<file path="src/rtl/dram_shifter_pkg.sv">
// dram_shifter_pkg: shared types and sizing helpers for the 1-bit distributed-RAM shifter path.
// Rev 1.0
`default_nettype none

package dram_shifter_pkg;

  localparam int DEF_IO_WIDTH   = 16;
  localparam int DEF_ADDR_WIDTH = 7;

  typedef enum logic [1:0] {
    ST_IDLE    = 2'd0,
    ST_READ    = 2'd1,
    ST_PRESENT = 2'd2
  } coll_state_e;

  function automatic int calc_widx(input int addr_w, input int io_w);
    return addr_w - $clog2(io_w);
  endfunction

endpackage

`default_nettype wire

</file>
<file path="src/rtl/dram_bit_deserializer.sv">
// dram_bit_deserializer: LSB-first 1-bit to IO_WIDTH-bit shift register with bit counter.
// Rev 1.0
`default_nettype none

module dram_bit_deserializer
  import dram_shifter_pkg::*;
#(
  parameter int IO_WIDTH = DEF_IO_WIDTH
) (
  input  logic                clk,
  input  logic                rst,
  input  logic                clear_i,
  input  logic                shift_en_i,
  input  logic                bit_i,
  output logic [IO_WIDTH-1:0] word_o,
  output logic                word_done_o
);

  localparam int LOG_W = $clog2(IO_WIDTH);

  logic [IO_WIDTH-1:0] shreg_q, shreg_d;
  logic [LOG_W-1:0]    cnt_q;

  // New bit enters at the top; after IO_WIDTH shifts the first bit sits at bit 0.
  assign shreg_d     = IO_WIDTH'({bit_i, shreg_q} >> 1);
  assign word_o      = shreg_d;
  assign word_done_o = shift_en_i && (cnt_q == LOG_W'(IO_WIDTH - 1));

  always_ff @(posedge clk) begin
    if (rst) begin
      shreg_q <= '0;
      cnt_q   <= '0;
    end else if (clear_i) begin
      cnt_q   <= '0;
    end else if (shift_en_i) begin
      shreg_q <= shreg_d;
      cnt_q   <= cnt_q + LOG_W'(1);
    end
  end

endmodule

`default_nettype wire

</file>
<file path="src/rtl/dram_readback_collector.sv">
// dram_readback_collector: sweeps a 1-bit RAM and delivers IO_WIDTH-bit words on valid/ready.
// Optional out_parity port when DRAM_COLLECTOR_PARITY_EN is defined. Rev 1.0
`default_nettype none

module dram_readback_collector
  import dram_shifter_pkg::*;
#(
  parameter int IO_WIDTH   = DEF_IO_WIDTH,
  parameter int ADDR_WIDTH = DEF_ADDR_WIDTH,
  localparam int WIDX      = calc_widx(ADDR_WIDTH, IO_WIDTH)
) (
  input  logic                  clk,
  input  logic                  rst,
  input  logic                  start,
  input  logic [WIDX-1:0]       first_word,
  input  logic [WIDX-1:0]       last_word,
  output logic [ADDR_WIDTH-1:0] addr,
  input  logic                  ram_out,
  output logic [IO_WIDTH-1:0]   out_data,
  output logic                  out_valid,
  input  logic                  out_ready,
  output logic                  busy,
  output logic                  done
`ifdef DRAM_COLLECTOR_PARITY_EN
  ,
  output logic                  out_parity
`endif
);

  localparam int LOG_W = $clog2(IO_WIDTH);

  coll_state_e           state_q, state_d;
  logic [ADDR_WIDTH-1:0] addr_q, addr_d;
  logic [WIDX-1:0]       last_q, last_d;
  logic [WIDX-1:0]       widx_q, widx_d;
  logic [IO_WIDTH-1:0]   data_q, data_d;
  logic                  valid_q, valid_d;
  logic                  done_q, done_d;
  logic                  clr, shift_en, word_done;
  logic [IO_WIDTH-1:0]   word;
`ifdef DRAM_COLLECTOR_PARITY_EN
  logic                  parity_q, parity_d;
`endif

  dram_bit_deserializer #(
    .IO_WIDTH (IO_WIDTH)
  ) u_deser (
    .clk         (clk),
    .rst         (rst),
    .clear_i     (clr),
    .shift_en_i  (shift_en),
    .bit_i       (ram_out),
    .word_o      (word),
    .word_done_o (word_done)
  );

  always_ff @(posedge clk) begin
    if (rst) begin
      state_q  <= ST_IDLE;
      addr_q   <= '0;
      last_q   <= '0;
      widx_q   <= '0;
      data_q   <= '0;
      valid_q  <= 1'b0;
      done_q   <= 1'b0;
`ifdef DRAM_COLLECTOR_PARITY_EN
      parity_q <= 1'b0;
`endif
    end else begin
      state_q  <= state_d;
      addr_q   <= addr_d;
      last_q   <= last_d;
      widx_q   <= widx_d;
      data_q   <= data_d;
      valid_q  <= valid_d;
      done_q   <= done_d;
`ifdef DRAM_COLLECTOR_PARITY_EN
      parity_q <= parity_d;
`endif
    end
  end

  always_comb begin
    state_d  = state_q;
    addr_d   = addr_q;
    last_d   = last_q;
    widx_d   = widx_q;
    data_d   = data_q;
    valid_d  = valid_q;
    done_d   = 1'b0;
    clr      = 1'b0;
    shift_en = 1'b0;
`ifdef DRAM_COLLECTOR_PARITY_EN
    parity_d = parity_q;
`endif
    case (state_q)
      ST_IDLE: begin
        if (start) begin
          last_d  = last_word;
          widx_d  = first_word;
          addr_d  = {first_word, {LOG_W{1'b0}}};
          clr     = 1'b1;
          state_d = ST_READ;
        end
      end
      ST_READ: begin
        shift_en = 1'b1;
        addr_d   = addr_q + ADDR_WIDTH'(1);
        if (word_done) begin
          data_d  = word;
          valid_d = 1'b1;
`ifdef DRAM_COLLECTOR_PARITY_EN
          parity_d = ^word;
`endif
          state_d = ST_PRESENT;
        end
      end
      ST_PRESENT: begin
        // addr already points at the next word, so only the word index advances here.
        if (out_ready) begin
          valid_d = 1'b0;
          if (widx_q == last_q) begin
            done_d  = 1'b1;
            state_d = ST_IDLE;
          end else begin
            widx_d  = widx_q + WIDX'(1);
            clr     = 1'b1;
            state_d = ST_READ;
          end
        end
      end
      default: state_d = ST_IDLE;
    endcase
  end

  assign addr      = addr_q;
  assign out_data  = data_q;
  assign out_valid = valid_q;
  assign busy      = (state_q != ST_IDLE);
  assign done      = done_q;
`ifdef DRAM_COLLECTOR_PARITY_EN
  assign out_parity = parity_q;
`endif

endmodule

`default_nettype wire

</file>
<file path="config.mk">
export PLATFORM = sky130hd
export DESIGN_NAME = dram_readback_collector
export DESIGN_NICKNAME = d
export VERILOG_FILES = /design/src/rtl/dram_shifter_pkg.sv /design/src/rtl/dram_bit_deserializer.sv /design/src/rtl/dram_readback_collector.sv
export SDC_FILE = /design/constraint.sdc
export NUM_CORES = 1
export LEC_CHECK = 0
export BUFFER_PORTS_ARGS = -buffer_cell sky130_fd_sc_hd__buf_2
export CORE_MARGIN = 2
export CORE_UTILIZATION = 50
export DETAILED_ROUTE_END_ITERATION = 16
export GPL_TIMING_DRIVEN = 0
export MAX_ROUTING_LAYER = met4
export PLACE_DENSITY = 0.7
export SLEW_MARGIN = 40
export SYNTH_ARGS = -nofsm -noshare
export SYNTH_HDL_FRONTEND = slang
export SYNTH_SLANG_ARGS = --single-unit
</file>
<file path="constraint.sdc">
create_clock -name clk -period 4.9 [get_ports clk]
set_input_delay 0.49 -clock clk [delete_from_list [all_inputs] [get_ports clk]]
set_output_delay 0.49 -clock clk [all_outputs]
set_load 0.03 [all_outputs]
</file>
# After elaboration in Yosys (flattened, before gate mapping)
# Cells that the tools add are included.
# word_totals
word_cells,58
inputBits,11
output_inout_bits,26
ff_bits,53
# classes
n_reduce_logical,15
eq_ne,8
n_bitwise,3
add_sub_neg,3
muxes,20
# op_table
cell,count
$pmux W7 S2,1
$mux W3,3
$mux W1,8
$reduce_and A2 Y1,4
$reduce_bool A2 Y1,4
$add A7 B1 Y7 const B,1
$mux W7,1
$mux W2,3
$ne A2 B2 Y1 const B,3
$pmux W2 S3,1
$pmux W3 S2,1
$reduce_and A3 Y1,2
$add A4 B1 Y4 const B,1
$eq A4 B4 Y1 const B,1
$pmux W1 S2,2
$reduce_and A4 Y1,1
$add A3 B1 Y3 const B,1
$eq A3 B3 Y1,1
$not A1 Y1,3
$reduce_or A3 Y1,1
$eq A2 B1 Y1 const B,1
$eq A2 B2 Y1 const B,1
$logic_not A2 Y1,1
$ne A2 B1 Y1 const B,1
other kinds (2),2

# Logic depth before layout (Yosys ltp)
# Gate-level depths: netlist of the first run.
# logic_depth
depth_word,6
depth_mapped,7
ltp_nobuf,5

# Hierarchy
# From an unflattened synthesis of the first run, not the netlist that was laid out.
# hier_totals
cells_unflattened,259
hier_area_um2,2190.9
# by_module_without_submodules
module,area_each_um2,n_inst,seq_area_each_um2,cells_per_inst
dram_readback_collector,1480.2,1,660.6,175
dram_bit_deserializer,710.7,1,380.4,84

# Worst setup path before layout of the first run
# Ideal clock, no wire load.
# synth_path
path_type,input to register
start,input start
end,register widx_q[2]
t_required_ns,4.769
path_stages,5
t_arrival_ns,1.458
setup_time_ns,0.131
path_slack_ns,3.310
path_buffers,1
cell_sequence,or3b_1 -> buf_6 -> and2_4 -> o311ai_4 -> o41ai_2
# synth_between
elab_chain_cells,2
# synth_rtl
item,line_no,text
start: declaration,dram_readback_collector.sv:14,"input logic start,"
$ne A2 B2 Y1 (no line),--,
$reduce_and A4 Y1 (no line),--,
end signal: assignment,dram_readback_collector.sv:73,widx_q <= widx_d;
end: declaration,dram_readback_collector.sv:35,"logic [WIDX-1:0] widx_q, widx_d;"
# No other way between the ends.
# A chain may end at the register's enable or synchronous reset.

# Worst setup path after layout of the first run
# layout_path
start,register state_q[0]
end,register widx_q[1]
# layout_between
elab_chain_cells,3
elab_cells_between_ends,8
classes_between,eq/ne (4); mux (1); reduce/logical (3)
# layout_rtl
item,line_no,text
start: declaration,dram_readback_collector.sv:32,"coll_state_e state_q, state_d;"
start signal: assignment,dram_readback_collector.sv:70,state_q <= state_d;
$eq A2 B2 Y1 or $logic_not A2 Y1 (tied branches),dram_readback_collector.sv:96,case (state_q)
$ne A2 B2 Y1 (no line) or $reduce_bool A2 Y1 (tied branches),--,
$reduce_and A4 Y1 (no line),--,
# Several ways; a longest one is shown, not always the timed one.

==> impl_metrics.yaml, run 1 <==
synth:
  async_flop_share_pct: 0
  synth_area_leader_cell: "dfxtp_1"
  avgSynthCellArea_sq_um: 8.37
  synthTopCellsByArea: "dfxtp_1 49%, nand2_1 13%, a21oi_1 11%, xor2_1 2.1%, ha_1 1.8%"
  ys_warn_count: 0
  postSynthCellCount: 255
  synth.top_cell.area_share_pct: 48.8
  mappedNetlistArea_sq_um: 2130
  ys_types: 42
  synth-seq-cells: 52
  synth_edf_count: 0
  synth_top_flop_cell: "dfxtp_1"
  synth_nets: 269
  ys_seq_area_share_pct: 48.8
finish:
  nFillCells: 385
  nets: 311
  regArea_sq_um: 1040
  diodes: 0
  syn_to_final_growth_pct: 15.3
  multiInputGateArea_sq_um: 1000
  post_route_cells_drive_above_1_share_pct: 19.8
timing:
  hold_viol_final: 0
  post-route-period-util_pct: 37.8
  drv_slew: 0
  fin_skew_ns: 0.00674
  fmax_ghz: 0.540
  rsz0062_at_grt: "false"
  worst_pin_slew_ns: 0.714
  tns_ns: 0
  post-route-min-period_ns: 1.85
  slew_headroom_pct: 52.2
  setup_violations: 0
worst_hold_path:
  whs_path_depth: 3
  holdCritPathClass: "in -> reg"
  holdPathEnd: "last_q[0]"
  min-delay-start: "last_word[0]"
global_route:
  antenna_found_initial: 0
  grt_pass1_vias: 1716
  grt_start_max_net_pins: 17
  grt_usage_pct: 20.1
  grt_pass1_wl_um: 7780
  grt-ovfl-total: 0
clock_network:
  tritoncts: "yes"
  clock_sinks: 52
  cts_buffer_depth: 2
  htreeDepth: 2
  path_clk_slew_ns: 0.09
  cts_root_buffer: "clkbuf_8"
  clk_latency_ns: 0.30
  cts-hold-fix-buffers: 0
  cts_setup_buffers: 0
  postCtsResizedCells: 0
  cts_inserted_buffers: 5
route:
  ant_nets: 0
  wirelength_um: 4330
  vias_per_cell: 5.22
  drtIter0Drc: 180
  post_drt_wl_per_cell_um: 12.4
  vias: 1815
  dr.pass1.iters: 4
  drc_errors: 0
die:
  coreArea_sq_um: 4060
  initial_core_util_pct: 52.6
  die_x_um: 69.3
  io_pins: 37
  rows: 23
  dieHeight_um: 69.3
  dieArea_sq_um: 4810
power_and_ir_drop:
  power_leakage_nw: 0.980
  ir_drop_v: 0.000185
  p_total_w: 0.000760
  power_density_nw_per_um2: 309
worst_setup_path:
  cp-start-kind: "flop"
  worstPathMaxFanout: 10
  worstSetupPathType: "reg -> reg"
  arrival_ns: 2.02
  reg2reg_depth: 5
  worst_r2r_endpoint: "widx_q[1]"
  endpoint_kind: "flop"
  crit_required_ns: 5.07
  r2r-start: "state_q[0]"
  r2r_setup_slack_ns: 3.05
place:
  dp_hpwl_um: 3080
  io_buffers: 35
  place_congestion: 0.794
run_status:
  status: "finished clean"
flow_run:
  cap_violations: 0
==> power by group <==
| part | total [W] | internal, W | switching [W] |
|---|---|---|---|
| Combinational | 0.0000812 | 0.0000286 | 0.0000526 |
| Sequential | 0.000439 | 0.000431 | 0.00000811 |
| Clock | 0.000240 | 0.000102 | 0.000138 |
==> routing by layer <==
layer,vias to the layer above,global-route usage (%),routed length [um]
met1,844,27.5,2200
met5,-,-,0
met3,5,4.65,146
met2,25,30.3,1940
li1,941,-,-
met4,0,4.58,50
==> flip-flops by register name (all words and copies together) (netlist names) <==
register,cells
out_data,16
u_deser.shreg_q,15
addr,7
u_deser.cnt_q,4
last_q,3
widx_q,3
state_q,2
done,1
out_valid,1
==> worst max-delay path by stage <==
| stage | start | slack, ns | depth (start not counted) | end |
|---|---|---|---|---|
| detailed placement | start | 2.95 | 5 | widx_q[1] |
| floorplan | start | 3.31 | 5 | widx_q[2] |
| global placement | start | 2.94 | 5 | widx_q[1] |
| CTS | state_q[1] | 3.09 | 5 | widx_q[1] |
| finish | state_q[0] | 3.05 | 5 | widx_q[1] |
| global route | state_q[0] | 2.95 | 5 | widx_q[1] |
==> synthesized netlist by cell type, types with 3 or more instances <==
master	instances
clkbuf_1	7
buf_2	6
ha_1	3
nand3_1	4
or2_2	3
dfxtp_1	52
mux2i_1	3
nor3_1	5
xor2_1	5
nor2_1	10
a21oi_1	45
nand2_1	74
==> final cells by class <==
| type | count | share of cell area (%) |
|---|---|---|
| Clock inverter | 2 | 0.661 |
| Buffer | 16 | 3.36 |
| Clock buffer | 6 | 2.95 |
| Timing Repair Buffer | 35 | 7.12 |
| Multi-Input combinational cell | 185 | 40.7 |
| Inverter | 2 | 0.305 |
| Tap cell | 50 | 2.54 |
| Sequential cell | 52 | 42.3 |
==> per-stage QoR <==
stage	hold WS (ns)	cell area (sq um)	util, %	worst slack [ns]	instances
floorplan	0.432	2130	-	3.31	255
global placement	0.441	2370	58.4	2.94	340
detailed placement	0.444	2370	58.4	2.95	340
CTS	0.417	2460	60.6	3.09	348
global route	0.431	2460	60.6	2.95	348
finish	0.425	2460	60.6	3.05	348
==> critical path: stages, from the launching register on <==
cell,delay [ns]
dfxtp_1,0.31
buf_2,0.15
nor3b_2,0.60
nor4_4,0.11
nor2_1,0.41
a211oi_1,0.13
==> layout by cell type (no fill, tap or decap), types with 2 or more instances in the layout <==
cell / n
ha_1: 3
xor2_1: 5
nor3b_1: 2
nand2b_1: 2
buf_6: 2
nand2_1: 74
o21ai_0: 2
dfxtp_1: 52
nand3_1: 4
buf_2: 41
or2_2: 3
a31oi_1: 2
nand4_1: 2
a21oi_1: 45
nor2_1: 10
nor3_1: 5
clkbuf_8: 5
mux2i_1: 3
nand3b_1: 2
clkbuf_1: 8
inv_1: 2
==> cell families (layout without fill, tap and decap cells) <==
logic type | Yosys count | after routing | share of synthesized area [%]
AO/OA/AOI/OAI | 57 | 57 | 15.9
multiplexers | 3 | 3 | 1.41
flip-flops | 52 | 52 | 48.8
adder cells (fa/ha/maj) | 3 | 3 | 1.76
buffers and inverters | 18 | 61 | 4.22
XOR/XNOR | 6 | 6 | 2.46
AND/OR/NAND/NOR | 116 | 116 | 25.5
(Power assumes the default switching activity.)
==> run 2, diff against run 1 <==
--- a/config.mk
+++ b/config.mk
@@ -5,13 +5,14 @@
 export SDC_FILE = /design/constraint.sdc
 export NUM_CORES = 1
 export LEC_CHECK = 0
+export ABC_AREA = 1
 export BUFFER_PORTS_ARGS = -buffer_cell sky130_fd_sc_hd__buf_2
 export CORE_MARGIN = 2
 export CORE_UTILIZATION = 50
 export DETAILED_ROUTE_END_ITERATION = 16
 export GPL_TIMING_DRIVEN = 0
 export MAX_ROUTING_LAYER = met4
-export PLACE_DENSITY = 0.7
+export PLACE_DENSITY = 0.73
 export SLEW_MARGIN = 40
 export SYNTH_ARGS = -nofsm -noshare
 export SYNTH_HDL_FRONTEND = slang
==> constraint.sdc (replaced) <==
create_clock -name clk -period 1.5 [get_ports clk]
set_input_delay 0.15 -clock clk [delete_from_list [all_inputs] [get_ports clk]]
set_output_delay 0.15 -clock clk [all_outputs]
set_load 0.03 [all_outputs]
==> impl_metrics.yaml, run 2 <==
route:
  dr.pass1.iters: 4
  ant_nets: 0
  vias: 1856
  drc_errors: 0
  post_drt_wl_per_cell_um: 11.9
  vias_per_cell: 5.02
  drtIter0Drc: 96
  wirelength_um: 4400
worst_setup_path:
  reg2reg_depth: 8
  arrival_ns: 1.58
  r2r_setup_slack_ns: 0.12
  worstSetupPathType: "reg -> reg"
  worstPathMaxFanout: 10
  setup.worst_path.start: "state_q[0]"
  cp-start-kind: "flop"
  setup.worst_path.end: "out_data[13]"
  endpoint_kind: "flop"
  worst_r2r_endpoint: "out_data[13]"
  crit_required_ns: 1.70
  r2r-start: "state_q[0]"
synth:
  postSynthCellCount: 274
  ys_warn_count: 0
  synth-seq-cells: 52
  synth_nets: 288
  yosysMostFrequentCell: "dfxtp_1"
  async_flop_share_pct: 0
  avgSynthCellArea_sq_um: 8.06
  synth_top_flop_cell: "dfxtp_1"
  synth_edf_count: 0
  ys_seq_area_share_pct: 47.1
  synth.top_cell.area_share_pct: 47.1
  mappedNetlistArea_sq_um: 2210
  ys_types: 27
  synthTopCellsByArea: "dfxtp_1 47%, nand2_1 7.6%, a21oi_1 7.0%, o21ai_0 6.3%, a211oi_2 6.2%"
  ys_top_cells_by_count: "52 x dfxtp_1, 45 x nand2_1, 31 x a21oi_1"
  synth_area_leader_cell: "dfxtp_1"
clock_network:
  clock_sinks: 52
  cts_root_buffer: "clkbuf_8"
  htreeDepth: 2
  path_clk_slew_ns: 0.09
  tritoncts: "yes"
  cts-hold-fix-buffers: 0
  cts_inserted_buffers: 5
  cts_buffer_depth: 2
  clk_latency_ns: 0.30
finish:
  fin_cells: 370
  largest_reg_flops: 16
  post_route_cells_drive_above_1_share_pct: 24.8
  nets: 331
  syn_to_final_growth_pct: 16.0
  layout_commonest_cell: "dfxtp_1"
  final_cell_mix: "51 x dfxtp_1, 45 x nand2_1, 38 x buf_2, 31 x a21oi_1, 30 x nor2_1"
  diodes: 0
timing:
  holdWs_ns: 0.0474
  slew_headroom_pct: 56.1
  hold_viol_final: 0
  finalWorstSetupSlack_ns: 0.121
  rsz0062_at_grt: "false"
  drv_slew: 0
  post-route-period-util_pct: 91.9
  worst_pin_slew_ns: 0.659
  post-route-min-period_ns: 1.38
  setup_violations: 0
  fin_skew_ns: 0.00792
  tns_ns: 0
  fmax_ghz: 0.725
global_route:
  antenna_found_initial: 0
  grt_start_max_net_pins: 16
  grt_pass1_vias: 1778
  grt_pass1_wl_um: 7800
  grt_usage_pct: 20.0
  grt-ovfl-total: 0
run_status:
  status: "finished clean"
die:
  coreArea_sq_um: 4290
  io_pins: 37
  rows: 24
  dieArea_sq_um: 4960
  die_x_um: 70.5
  dieHeight_um: 70.5
  initial_core_util_pct: 51.4
power_and_ir_drop:
  ir_drop_v: 0.000602
  power_leakage_nw: 1.09
  p_total_w: 0.00275
  power_density_nw_per_um2: 1070
place:
  dp.cells: 362
  dp_hpwl_um: 3220
  place_congestion: 0.861
  pre_cts_slack_ns: 0.129
  io_buffers: 36
worst_hold_path:
  holdCritPathClass: "in -> reg"
flow_run:
  cap_violations: 0
run 2: how the worst min path moves through the flow:
stage / startpoint / to / cells past startpoint
after floorplan: rst / out_data[1] / 1
after global placement: rst / out_data[1] / 2
after detailed placement: rst / out_data[1] / 2
after CTS: rst / out_data[1] / 2
after global routing: rst / out_data[1] / 2
final: rst / out_data[1] / 2
run 2: metrics by stage:
step / area (sq um) / utilization (%)
2_1_floorplan: 2210 / -
3_3_place_gp: 2450 / 57.1
3_5_place_dp: 2450 / 57.1
4_1_cts: 2560 / 59.6
5_1_grt: 2560 / 59.7
6_report: 2560 / 59.7
run 2: layout make-up:
| cell class | instances | area, sq um |
|---|---|---|
| Buffer | 11 | 63.8 |
| Tap cell | 52 | 65.1 |
| Inverter | 33 | 124 |
| Clock buffer | 6 | 72.6 |
| Multi-Input combinational cell | 178 | 980 |
| Clock inverter | 2 | 35.0 |
| Fill cell | 392 | 1730 |
| Timing Repair Buffer | 36 | 180 |
| Sequential cell | 52 | 1040 |
run 2: cells by family (layout without fill, tap and decap cells):
logic type	count (synthesis)	count (layout)	share of synthesized area [%]
compound gates	72	72	20.2
xor+xnor	4	4	1.59
fa+ha+maj	3	3	1.70
buf+inv	44	88	8.50
flops	52	52	47.1
simple gates	99	99	20.8
run 2: worst max-delay path, cell delays in order (launching register included):
cell and delay (ns):
dfxtp_1 0.39, inv_2 0.10, nor2_8 0.17, inv_2 0.10
nor2_4 0.13, buf_6 0.16, inv_2 0.07, nor2_1 0.11
nor2_1 0.06
run 2: where the power goes:
part	internal (W)	total (W)	switching [W]	leakage, nW
sequential	0.00145	0.00149	0.0000466	0.425
clock	0.000495	0.000932	0.000436	0.0552
combinational	0.000106	0.000324	0.000217	0.610
run 2: layer usage:
metal / global-route usage, % / wire [um] / up-vias
met5: - / 0 / -
met3: 4.18 / 225 / 7
li1: - / - / 976
met1: 24.6 / 2010 / 828
met2: 32.9 / 2100 / 45
met4: 6.20 / 63 / 0
run 2: repair_timing:
action	CTS	global route
gates resized for setup	0	1
setup buffers	0	0
endpoints found under the setup margin	0	1
==> run 3, diff against run 2 <==
--- a/config.mk
+++ b/config.mk
@@ -5,14 +5,13 @@
 export SDC_FILE = /design/constraint.sdc
 export NUM_CORES = 1
 export LEC_CHECK = 0
-export ABC_AREA = 1
 export BUFFER_PORTS_ARGS = -buffer_cell sky130_fd_sc_hd__buf_2
 export CORE_MARGIN = 2
-export CORE_UTILIZATION = 50
+export CORE_UTILIZATION = 49
 export DETAILED_ROUTE_END_ITERATION = 16
 export GPL_TIMING_DRIVEN = 0
 export MAX_ROUTING_LAYER = met4
-export PLACE_DENSITY = 0.73
+export PLACE_DENSITY = 0.72
 export SLEW_MARGIN = 40
 export SYNTH_ARGS = -nofsm -noshare
 export SYNTH_HDL_FRONTEND = slang
==> impl_metrics.yaml, run 3 (synthesis gave the netlist of run 1 again) <==
worst_setup_path:
  cp-start-kind: "flop"
  critical-path-max-stage-delay_ns: 0.38
  worst_r2r_endpoint: "widx_q[2]"
  arrival_ns: 1.70
  worstPathMaxFanout: 7
  r2r_setup_slack_ns: -0.008
  worstSetupPathType: "reg -> reg"
  reg2reg_depth: 5
  endpoint_kind: "flop"
  crit_required_ns: 1.69
  cpMaxStageDelayCell: "dfxtp_4"
  path_cells: "nor3b_4 > nor4_4 > buf_4 > o311ai_4 > o41ai_2"
  r2r-start: "state_q[1]"
  cp_top_family: "simple AND/OR/NAND/NOR gates"
  cp_num_buf_inv: 1
timing:
  fmax_ghz: 0.663
  hold_viol_final: 0
  slew_headroom_pct: 62.3
  finalWorstSetupSlack_ns: -0.00815
  holdWs_ns: 0.0667
  post-route-min-period_ns: 1.51
  worst_pin_slew_ns: 0.565
  rsz0062_at_grt: "true"
  fin_skew_ns: 0.00773
  drv_slew: 0
  post-route-period-util_pct: 101
  setup_violations: 1
finish:
  nets: 316
  largest_reg_flops: 16
  fin_cells: 353
  syn_to_final_growth_pct: 21.5
  layout_commonest_cell: "nand2_1"
  diodes: 0
  final_cell_mix: "74 x nand2_1, 47 x dfxtp_1, 45 x a21oi_1, 35 x buf_2, 11 x buf_4"
  post_route_cells_drive_above_1_share_pct: 27.4
power_and_ir_drop:
  ir_drop_v: 0.000762
  power_leakage_nw: 1.02
  power_density_nw_per_um2: 989
run_status:
  violations: "setup timing"
  status: "finished, violations left"
clock_network:
  cts_root_buffer: "clkbuf_8"
  clock_sinks: 52
  cts_buffer_depth: 2
  clk_latency_ns: 0.31
  tritoncts: "yes"
  htreeDepth: 2
  cts_inserted_buffers: 5
  path_clk_slew_ns: 0.10
route:
  dr.pass1.iters: 4
  ant_nets: 0
  wirelength_um: 4760
  post_drt_wl_per_cell_um: 13.5
  vias_per_cell: 5.31
  drc_errors: 0
  vias: 1873
  drtIter0Drc: 114
worst_hold_path:
  whs_path_depth: 3
  min-delay-start: "last_word[0]"
  holdPathEnd: "last_q[0]"
  holdCritPathClass: "in -> reg"
global_route:
  antenna_found_initial: 0
  grt_start_max_net_pins: 18
  grt_pass1_wl_um: 7910
  grt_usage_pct: 20.3
  grt_pass1_vias: 1740
  grt-ovfl-total: 0
die:
  dieHeight_um: 70.0
  dieArea_sq_um: 4900
  io_pins: 37
  die_x_um: 70.0
  initial_core_util_pct: 52.2
  rows: 23
  coreArea_sq_um: 4090
flow_run:
  cap_violations: 0
place:
  dp.cells: 340
  io_buffers: 35
  dp_hpwl_um: 3240
  place_congestion: 0.800
## run 3: cell count changes in the layout (fill, tap and decap cells not counted), sizes merged, moves of 3 or more
cell and change:
a211oi -10, a21oi +13, buf +6, inv -30, mux2i +3, nand2 +26, nand3 -8, nor2 -24
nor3 +4, nor3b +3, o21ai -27, xor2 +3
## run 3: repair_timing
action                     4_1_cts  5_1_grt
pin swaps                        5        6
resized for setup               15       13
hold buffers                     0        0
setup endpoints to repair       21       31
setup buffers                    7        4
cloned                           0        0
## run 3: how the worst max path moves through the flow
stage	startpoint	to	slack, ns	cells after the start
4_1_cts	state_q[1]	widx_q[2]	-0.04	5
3_5_place_dp	state_q[1]	widx_q[1]	-0.28	5
3_3_place_gp	state_q[1]	widx_q[1]	-0.29	5
5_1_grt	state_q[1]	widx_q[2]	-0.07	5
6_report	state_q[1]	widx_q[2]	-0.008	5
2_1_floorplan	state_q[0]	widx_q[1]	-0.02	6
## run 3: power breakdown
| group | internal [W] | total (W) | switching, W |
|---|---|---|---|
| registers | 0.00141 | 0.00144 | 0.0000354 |
| logic | 0.000117 | 0.000301 | 0.000184 |
| clock network | 0.000335 | 0.000819 | 0.000483 |
## run 3: final cells by class
class                   count  area, sq um
plain buffers              11         53.8
well taps                  50         62.6
multi-input cells         185         1070
inverters                   2         7.51
clock inverters             3         22.5
clock buffers               5         68.8
repair buffers             45          250
flip-flops and latches     52         1050
fillers                   373         1500
## run 3: per-layer routing
| metal | wire length, um | up-vias | part of all wire (%) | track usage (%) |
|---|---|---|---|---|
| met5 | 0 | - | 0 | - |
| met4 | 72 | 0 | 1.5 | 6.41 |
| met3 | 192 | 7 | 4.0 | 4.76 |
| met2 | 2250 | 41 | 47 | 31.5 |
| met1 | 2250 | 869 | 47 | 26.4 |
| li1 | - | 956 | - | - |
## run 3: worst min-delay path, stage by stage
cell     delay (ns)
buf_2          0.09
nand2_1        0.04
a21oi_1        0.05
## run 3: per-stage QoR
stage	TNS (ns)	total power, W	cell area [sq um]	setup slack (ns)	utilization (%)
after floorplan	-0.0309	0.00166	2140	-0.0161	-
after global placement	-3.07	0.00173	2370	-0.290	58.1
after detailed placement	-3.12	0.00173	2370	-0.279	58.1
after CTS	-0.0573	0.00256	2540	-0.0427	62.2
after global routing	-0.127	0.00266	2590	-0.0704	63.4
final	-0.00815	0.00256	2590	-0.00815	63.4
